$ cat src/rtl/fp_mul_arbiter.sv
// Round-robin front end that shares one combinational single-precision multiplier
// among NUM_REQ requesters through a two-stage (operand, result) pipeline.
module fp_multiplier (
  input  logic [31:0] a_i,
  input  logic [31:0] b_i,
  output logic [31:0] p_o
);
  logic [47:0] prod_s;
  logic [9:0]  exp_s;

  // Truncating mantissa product; exponent wraps modulo 256, no special values.
  always_comb begin
    prod_s = {24'd0, 1'b1, a_i[22:0]} * {24'd0, 1'b1, b_i[22:0]};
    exp_s  = {2'b00, a_i[30:23]} + {2'b00, b_i[30:23]} - 10'd127 + {9'd0, prod_s[47]};
    p_o    = {a_i[31] ^ b_i[31], exp_s[7:0], (prod_s[47] ? prod_s[46:24] : prod_s[45:23])};
  end
endmodule

module fp_mul_arbiter #(
  parameter  int NUM_REQ = 4,
  parameter  int CNT_W   = 16,
  localparam int ID_W    = (NUM_REQ > 1) ? $clog2(NUM_REQ) : 1
) (
  input  logic                  clk,
  input  logic                  rst_n,
  input  logic [NUM_REQ-1:0]    req_valid,
  output logic [NUM_REQ-1:0]    req_ready,
  input  logic [32*NUM_REQ-1:0] req_a,
  input  logic [32*NUM_REQ-1:0] req_b,
  output logic                  rsp_valid,
  input  logic                  rsp_ready,
  output logic [31:0]           rsp_data,
  output logic [ID_W-1:0]       rsp_id,
  output logic [CNT_W-1:0]      ops_done,
  output logic                  busy
);
  logic              s1_valid_q;
  logic [31:0]       s1_a_q, s1_b_q;
  logic [ID_W-1:0]   s1_id_q;
  logic              rsp_valid_q;
  logic [31:0]       rsp_data_q;
  logic [ID_W-1:0]   rsp_id_q;
  logic [ID_W-1:0]   rr_q, rr_d;
  logic [CNT_W-1:0]  ops_q;

  logic              s2_load_s, s1_free_s, accept_s, found_s, drain_s;
  logic [ID_W-1:0]   grant_s, idx_s;
  logic [NUM_REQ-1:0] ready_s;
  logic [31:0]       prod_s;

  fp_multiplier u_mul (
    .a_i (s1_a_q),
    .b_i (s1_b_q),
    .p_o (prod_s)
  );

  // Pipeline advance conditions.
  always_comb begin
    s2_load_s = s1_valid_q & (~rsp_valid_q | rsp_ready);
    s1_free_s = ~s1_valid_q | s2_load_s;
    drain_s   = rsp_valid_q & rsp_ready;
  end

  // Round-robin search from rr_q; grant is suppressed while in reset or when S1 cannot take a new op.
  always_comb begin
    found_s = 1'b0;
    grant_s = '0;
    idx_s   = '0;
    ready_s = '0;
    for (int k = 0; k < NUM_REQ; k++) begin
      idx_s = ID_W'((int'(rr_q) + k) % NUM_REQ);
      if (!found_s && req_valid[idx_s]) begin
        found_s = 1'b1;
        grant_s = idx_s;
      end else begin
        found_s = found_s;
      end
    end
    if (rst_n && s1_free_s && found_s) begin
      ready_s[grant_s] = 1'b1;
    end else begin
      ready_s = '0;
    end
    accept_s = |ready_s;
    rr_d     = (int'(grant_s) == NUM_REQ - 1) ? '0 : grant_s + ID_W'(1);
  end

  // Operand stage, result stage, pointer and completion counter.
  always_ff @(posedge clk) begin
    if (!rst_n) begin
      s1_valid_q  <= 1'b0;
      s1_a_q      <= 32'd0;
      s1_b_q      <= 32'd0;
      s1_id_q     <= '0;
      rsp_valid_q <= 1'b0;
      rsp_data_q  <= 32'd0;
      rsp_id_q    <= '0;
      rr_q        <= '0;
      ops_q       <= '0;
    end else begin
      if (accept_s) begin
        s1_valid_q <= 1'b1;
        s1_a_q     <= req_a[32*int'(grant_s) +: 32];
        s1_b_q     <= req_b[32*int'(grant_s) +: 32];
        s1_id_q    <= grant_s;
        rr_q       <= rr_d;
      end else if (s2_load_s) begin
        s1_valid_q <= 1'b0;
      end
      if (s2_load_s) begin
        rsp_valid_q <= 1'b1;
        rsp_data_q  <= prod_s;
        rsp_id_q    <= s1_id_q;
      end else if (drain_s) begin
        rsp_valid_q <= 1'b0;
      end
      if (drain_s) begin
        ops_q <= ops_q + CNT_W'(1);
      end
    end
  end

  assign req_ready = ready_s;
  assign rsp_valid = rsp_valid_q;
  assign rsp_data  = rsp_data_q;
  assign rsp_id    = rsp_id_q;
  assign ops_done  = ops_q;
  assign busy      = s1_valid_q | rsp_valid_q;
endmodule

$ cat config.mk
export PLATFORM = sky130hd
export DESIGN_NAME = fp_mul_arbiter
export DESIGN_NICKNAME = d
export VERILOG_FILES = /design/src/rtl/fp_mul_arbiter.sv
export SDC_FILE = /design/constraint.sdc
export NUM_CORES = 2
export LEC_CHECK = 0
export ABC_AREA = 0
export BUFFER_PORTS_ARGS = -buffer_cell sky130_fd_sc_hd__buf_4
export CELL_PAD_IN_SITES_DETAIL_PLACEMENT = 1
export CELL_PAD_IN_SITES_GLOBAL_PLACEMENT = 1
export CORE_ASPECT_RATIO = 0.8
export CORE_UTILIZATION = 50
export CTS_BUF_LIST = sky130_fd_sc_hd__clkbuf_2
export CTS_CLUSTER_DIAMETER = 60
export DETAILED_ROUTE_END_ITERATION = 10
export GPL_ROUTABILITY_DRIVEN = 0
export PLACE_DENSITY = 0.95
export SLEW_MARGIN = 20
export SYNTH_ARGS = -nofsm -noshare
export SYNTH_HDL_FRONTEND = slang
export SYNTH_SLANG_ARGS = --single-unit
$ cat constraint.sdc
create_clock -name clk -period 17.9 [get_ports clk]
set_input_delay 0 -clock clk [delete_from_list [all_inputs] [get_ports clk]]
set_output_delay 0 -clock clk [all_outputs]
set_load 0.01 [all_outputs]
==> impl_results.md, run 1 <==
* Status: stopped before the end
* Stop stage: 5_1_grt
* Err: [ERROR GRT-0232] Routing congestion too high. Check the congestion heatmap in the GUI.
* Synthesis Warnings at 0
* Clock tree buffer depth at 2
* Die Y-Extent at 202 um
* Yosys reg bits at 120
* Num ports at 319
* Initial Util at 50.6%
* Clock H-tree levels at 4
* DP HPWL at 86000 um
* Syn Nets at 3992
* Largest net degree at the start of global routing at 86
* Clk sink count at 120
* Seq/Total Area, Yosys at 9.57%
* GRT Util Overall at 83.1%
* Num CTS Buffers at 17
* Die width at 252 um
* Post-synth cell types at 70
* Post-synth ARST share at 0%
* Overall overflow remaining after global route at 473
* Initial antenna violation count at 31
* Post-synth top flop: dfxtp_1
* Synth Area per Inst at 8.20 sq um
* Root Buffer: clkbuf_2
* Row cnt at 73
* Post-Syn Instances at 3060
* Post-Syn Area at 25100 sq um
* Post-synth EDFFs at 0
* PortBufs at 318
[metrics by stage]
| stage | instance area, sq um | instances | setup slack [ns] | hold slack (ns) | utilization (%) |
|---|---|---|---|---|---|
| 4_1_cts | 29600 | 4087 | 7.54 | 0.00881 | 59.7 |
| 2_1_floorplan | 25100 | 3060 | 9.80 | 0.192 | - |
| 3_5_place_dp | 28000 | 3920 | 7.95 | 0.365 | 56.4 |
| 3_3_place_gp | 28000 | 3920 | 8.64 | 0.301 | 56.4 |
[synth_stat cells, types with 3 or more instances]
cell	count	share of area, %
o22ai_1	5	0.12
buf_1	5	0.075
o21a_1	3	0.090
clkbuf_1	163	2.4
a21o_1	14	0.42
inv_1	582	8.7
or2_2	3	0.075
nand4_1	3	0.075
nor2_1	157	2.3
xnor2_1	31	1.1
nand3_1	20	0.40
o21ai_1	3	0.060
dfxtp_1	120	9.6
o21bai_1	7	0.21
buf_6	3	0.13
and2_1	221	5.5
and3_1	73	1.8
nor3_1	14	0.28
a211oi_1	16	0.48
a211o_1	3	0.10
nor2b_1	3	0.075
mux2i_1	13	0.52
a31oi_1	8	0.20
a311oi_1	66	2.3
buf_2	3	0.060
o21ai_0	33	0.66
fa_1	482	38
nand2_1	608	9.1
o31ai_1	5	0.15
and4_1	5	0.17
a21oi_1	128	2.6
ha_1	187	9.3
xor2_1	16	0.56
or3_1	4	0.10
o211ai_1	8	0.24
[cell families after synthesis]
family | synth area share (%)
buffers and inverters | 11.5
DFF | 9.57
xor gates and xnor gates | 1.64
and+or+nand+nor | 20.4
adders and majority gates | 47.8
muxes | 0.519
AOI/OAI and AO/OA | 8.68
[layer usage]
metal	GRT overflow	global-route usage [%]
met4	160	84.4
met1	33	82.5
met2	255	93.4
met3	18	73.4
met5	7	55.8
[what timing repair did]
action	CTS
hold buffers	135
resized for setup	0
endpoints found under the hold margin	109
setup buffers	0
==> run 2, diff against run 1 <==
==> config.mk (replaced) <==
export PLATFORM = sky130hd
export DESIGN_NAME = fp_mul_arbiter
export DESIGN_NICKNAME = d
export VERILOG_FILES = /design/src/rtl/fp_mul_arbiter.sv
export SDC_FILE = /design/constraint.sdc
export NUM_CORES = 2
export LEC_CHECK = 0
export ABC_AREA = 0
export BUFFER_PORTS_ARGS = -buffer_cell sky130_fd_sc_hd__buf_4
export CORE_UTILIZATION = 35
export DETAILED_ROUTE_END_ITERATION = 10
export GPL_ROUTABILITY_DRIVEN = 0
export PLACE_DENSITY_LB_ADDON = 0.15
export SLEW_MARGIN = 20
export SYNTH_ARGS = -nofsm -noshare
export SYNTH_HDL_FRONTEND = slang
export SYNTH_SLANG_ARGS = --single-unit
==> run 2 against run 1 <==
Area after synthesis unchanged. Synthesized cell count unchanged. The flow now finishes without violations.
==> impl_results.md, run 2 <==
* Max Fanout on Critical Path at 24
* Sequential Area at 2410 sq um
* Initial antenna violation count at 2
* Fin area at 29400 sq um
* Global-route wire length before repair at 138000 um
* Post-Syn Area at 25100 sq um (unchanged)
* Post-synth top flop: dfxtp_1
* Measured slew at the worst slew-check pin at 1.07 ns
* Most frequent cells in the layout: nand2_1, inv_1, fa_1, buf_4, and2_1
* Final Hold Slack at 0.0282 ns
* DP HPWL at 70500 um (-18%)
* Power density over the cells at 136 nW/um^2
* Wire length reported by the detailed router at 89800 um
* Num ports at 319 (unchanged)
* Slew margin rel. at 28.5%
* Die ar. at 72800 sq um
* Clock tree buffer depth at 2 (unchanged)
* Vias after detailed routing at 21900
* Fin util at 41.7%
* Clock Skews at 0.0159 ns
* Hold crit path type: in -> reg
* Clk sink count at 120 (unchanged)
* Post-CTS sizing at 0 (unchanged)
* Area contributors post-synth: fa_1, dfxtp_1, ha_1, nand2_1, inv_1
* Clock slew at reported path FFs at 0.06 ns
* Max-cap check violation count at 0
* Vias per cell at 5.13
* Vias in the first global route at 23500
* Critical path class: reg -> reg
* Post-synth EDFFs at 0 (unchanged)
* RSZ-0062 raised after global routing: no
* Upper clock frequency limit at 108 MHz
* DR pass1 iterations at 5
* Largest net degree at the start of global routing at 77
* First DRT Iteration DRCs at 1275
* Nets at 4241
* Post-detailed-route count of antenna-violating nets at 0
* Clock Latency Late Sink at 0.45 ns
* PortBufs at 318 (unchanged)
* Clock H-tree levels at 4 (unchanged)
* Synth top cells by count: nand2_1, inv_1, fa_1
* Fill count at 7197
* Syn Nets at 3992 (unchanged)
* Core Box Area at 70500 sq um
* Seq/Total Area, Yosys at 9.57% (unchanged)
* Die width at 270 um (+6.9%)
* Crit path required time at 18.27 ns
* Post-Syn Instances at 3060 (unchanged)
* Synth Area per Inst at 8.20 sq um (unchanged)
* CP Capture Type: flop
* GRT Util Overall at 24.9%
* Peak supply drop at 0.000117 V
* Crit path time final at 9.23 ns
* Most frequent CP cell: fa_1
* Area of the multi-input gates at 19900 sq um
* Routed len/inst at 21.1 um
* Cell taking the most area after synthesis: fa_1
* Post-synth cell types at 70 (unchanged)
* Critical Path Max Stage Delay at 1.02 ns
* Yosys top cell area share at 38.5% (unchanged)
* Final setup violation count at 0
* Die Y-Extent at 270 um (+33%)
* Max Transition Viols Final at 0
* Post-synth ARST share at 0% (unchanged)
* Row cnt at 97 (+33%)
* Area growth, synth to finish at 17.1%
* Setup TNS at 0 ns
* Final hold viol count at 0
* Overall overflow remaining after global route at 0
* TritonCTS clock tree: built
* Commonest non-fill, non-tap cell in the layout: nand2_1
* Count of hold-fix buffers inserted at cts at 39 (-71%)
* Num CTS Buffers at 17 (unchanged)
* CP arrival at 9.60 ns
* Setup crit start kind: flop
* Yosys reg bits at 120 (unchanged)
* Post-layout power at 3990 uW
* Status: complete, no violations
* CP max stage cell: dfxtp_1
* Initial Util at 35.6% (-15 points)
* Top-count cell post-synth: nand2_1
* # DRC at 0
* Final Cycle Share at 51.6%
* Dpl cell area at 28400 sq um (+1.4%)
* Layout cells sized above 1 at 12.9%
* Root Buffer: clkbuf_16
* Synthesis Warnings at 0 (unchanged)
* Post CTS Setup Buffer Count at 0 (unchanged)
* Lkg Pwr at 0.0147 uW
==> run 2: cell counts after synthesis <==
No cell type changed its count.
==> run 2: logic make-up after synthesis <==
| logic type | count (synthesis) | share of synthesized area (%) |
|---|---|---|
| adder cells (fa/ha/maj) | 669 | 47.8 |
| flip-flops | 120 | 9.57 |
| buffers and inverters | 759 | 11.5 |
| XOR/XNOR | 47 | 1.64 |
| multiplexers | 13 | 0.519 |
| AO/OA/AOI/OAI | 327 | 8.68 |
| AND/OR/NAND/NOR | 1125 | 20.4 |
==> run 2: where the power goes <==
part | total, uW | switching [uW] | internal (uW)
clock network | 367 | 144 | 223
registers | 451 | 112 | 339
logic | 3170 | 2030 | 1140
==> run 2: path summary, 6_finish.rpt <==
path	start	end	slack, ns	cells after the start
hold / removal	req_a[77]	s1_a_q[13]	0.03	5
setup reg to reg	s1_b_q[1]	rsp_data[29]	8.67	33
setup / recovery	s1_b_q[1]	rsp_data[29]	8.67	33
hold reg to reg	s1_id_q[1]	rsp_id[1]	0.46	2
==> run 2: per-stage QoR <==
stage                     instances  setup WS, ns
after CTS                      4261          8.58
after detailed placement       4191          8.61
after global placement         4191          8.60
after floorplan                3060          9.80
after global routing           4262          8.18
final                          4264          8.67
==> run 2: critical path: cells and delay by family (launching register included) <==
family                     cells  cell delay [ns]
DFF                            1             1.02
xor gates and xnor gates       1             0.12
AOI/OAI and AO/OA              8             1.58
and+or+nand+nor                9             1.48
buffers and inverters          5             0.26
adders and majority gates     10             4.65
==> run 2: layout make-up <==
cell class / count / share of cell area [%]
Antenna cell: 3 / 0.0255
Clock buffer: 18 / 1.49
Clock inverter: 13 / 0.566
Inverter: 585 / 7.48
Multi-Input combinational cell: 2181 / 67.6
Sequential cell: 120 / 8.20
Tap cell: 940 / 4.00
Timing Repair Buffer: 404 / 10.7
==> run 2: per-layer routing <==
| layer | routed length, um | vias to the layer above | global-route usage, % |
|---|---|---|---|
| li1 | - | 9850 | - |
| met1 | 36500 | 11100 | 30.7 |
| met2 | 45000 | 799 | 44.1 |
| met3 | 4590 | 144 | 2.89 |
| met4 | 3650 | 2 | 9.94 |
| met5 | 13 | - | 0 |
Note: power is estimated with default switching activity, not from simulation.
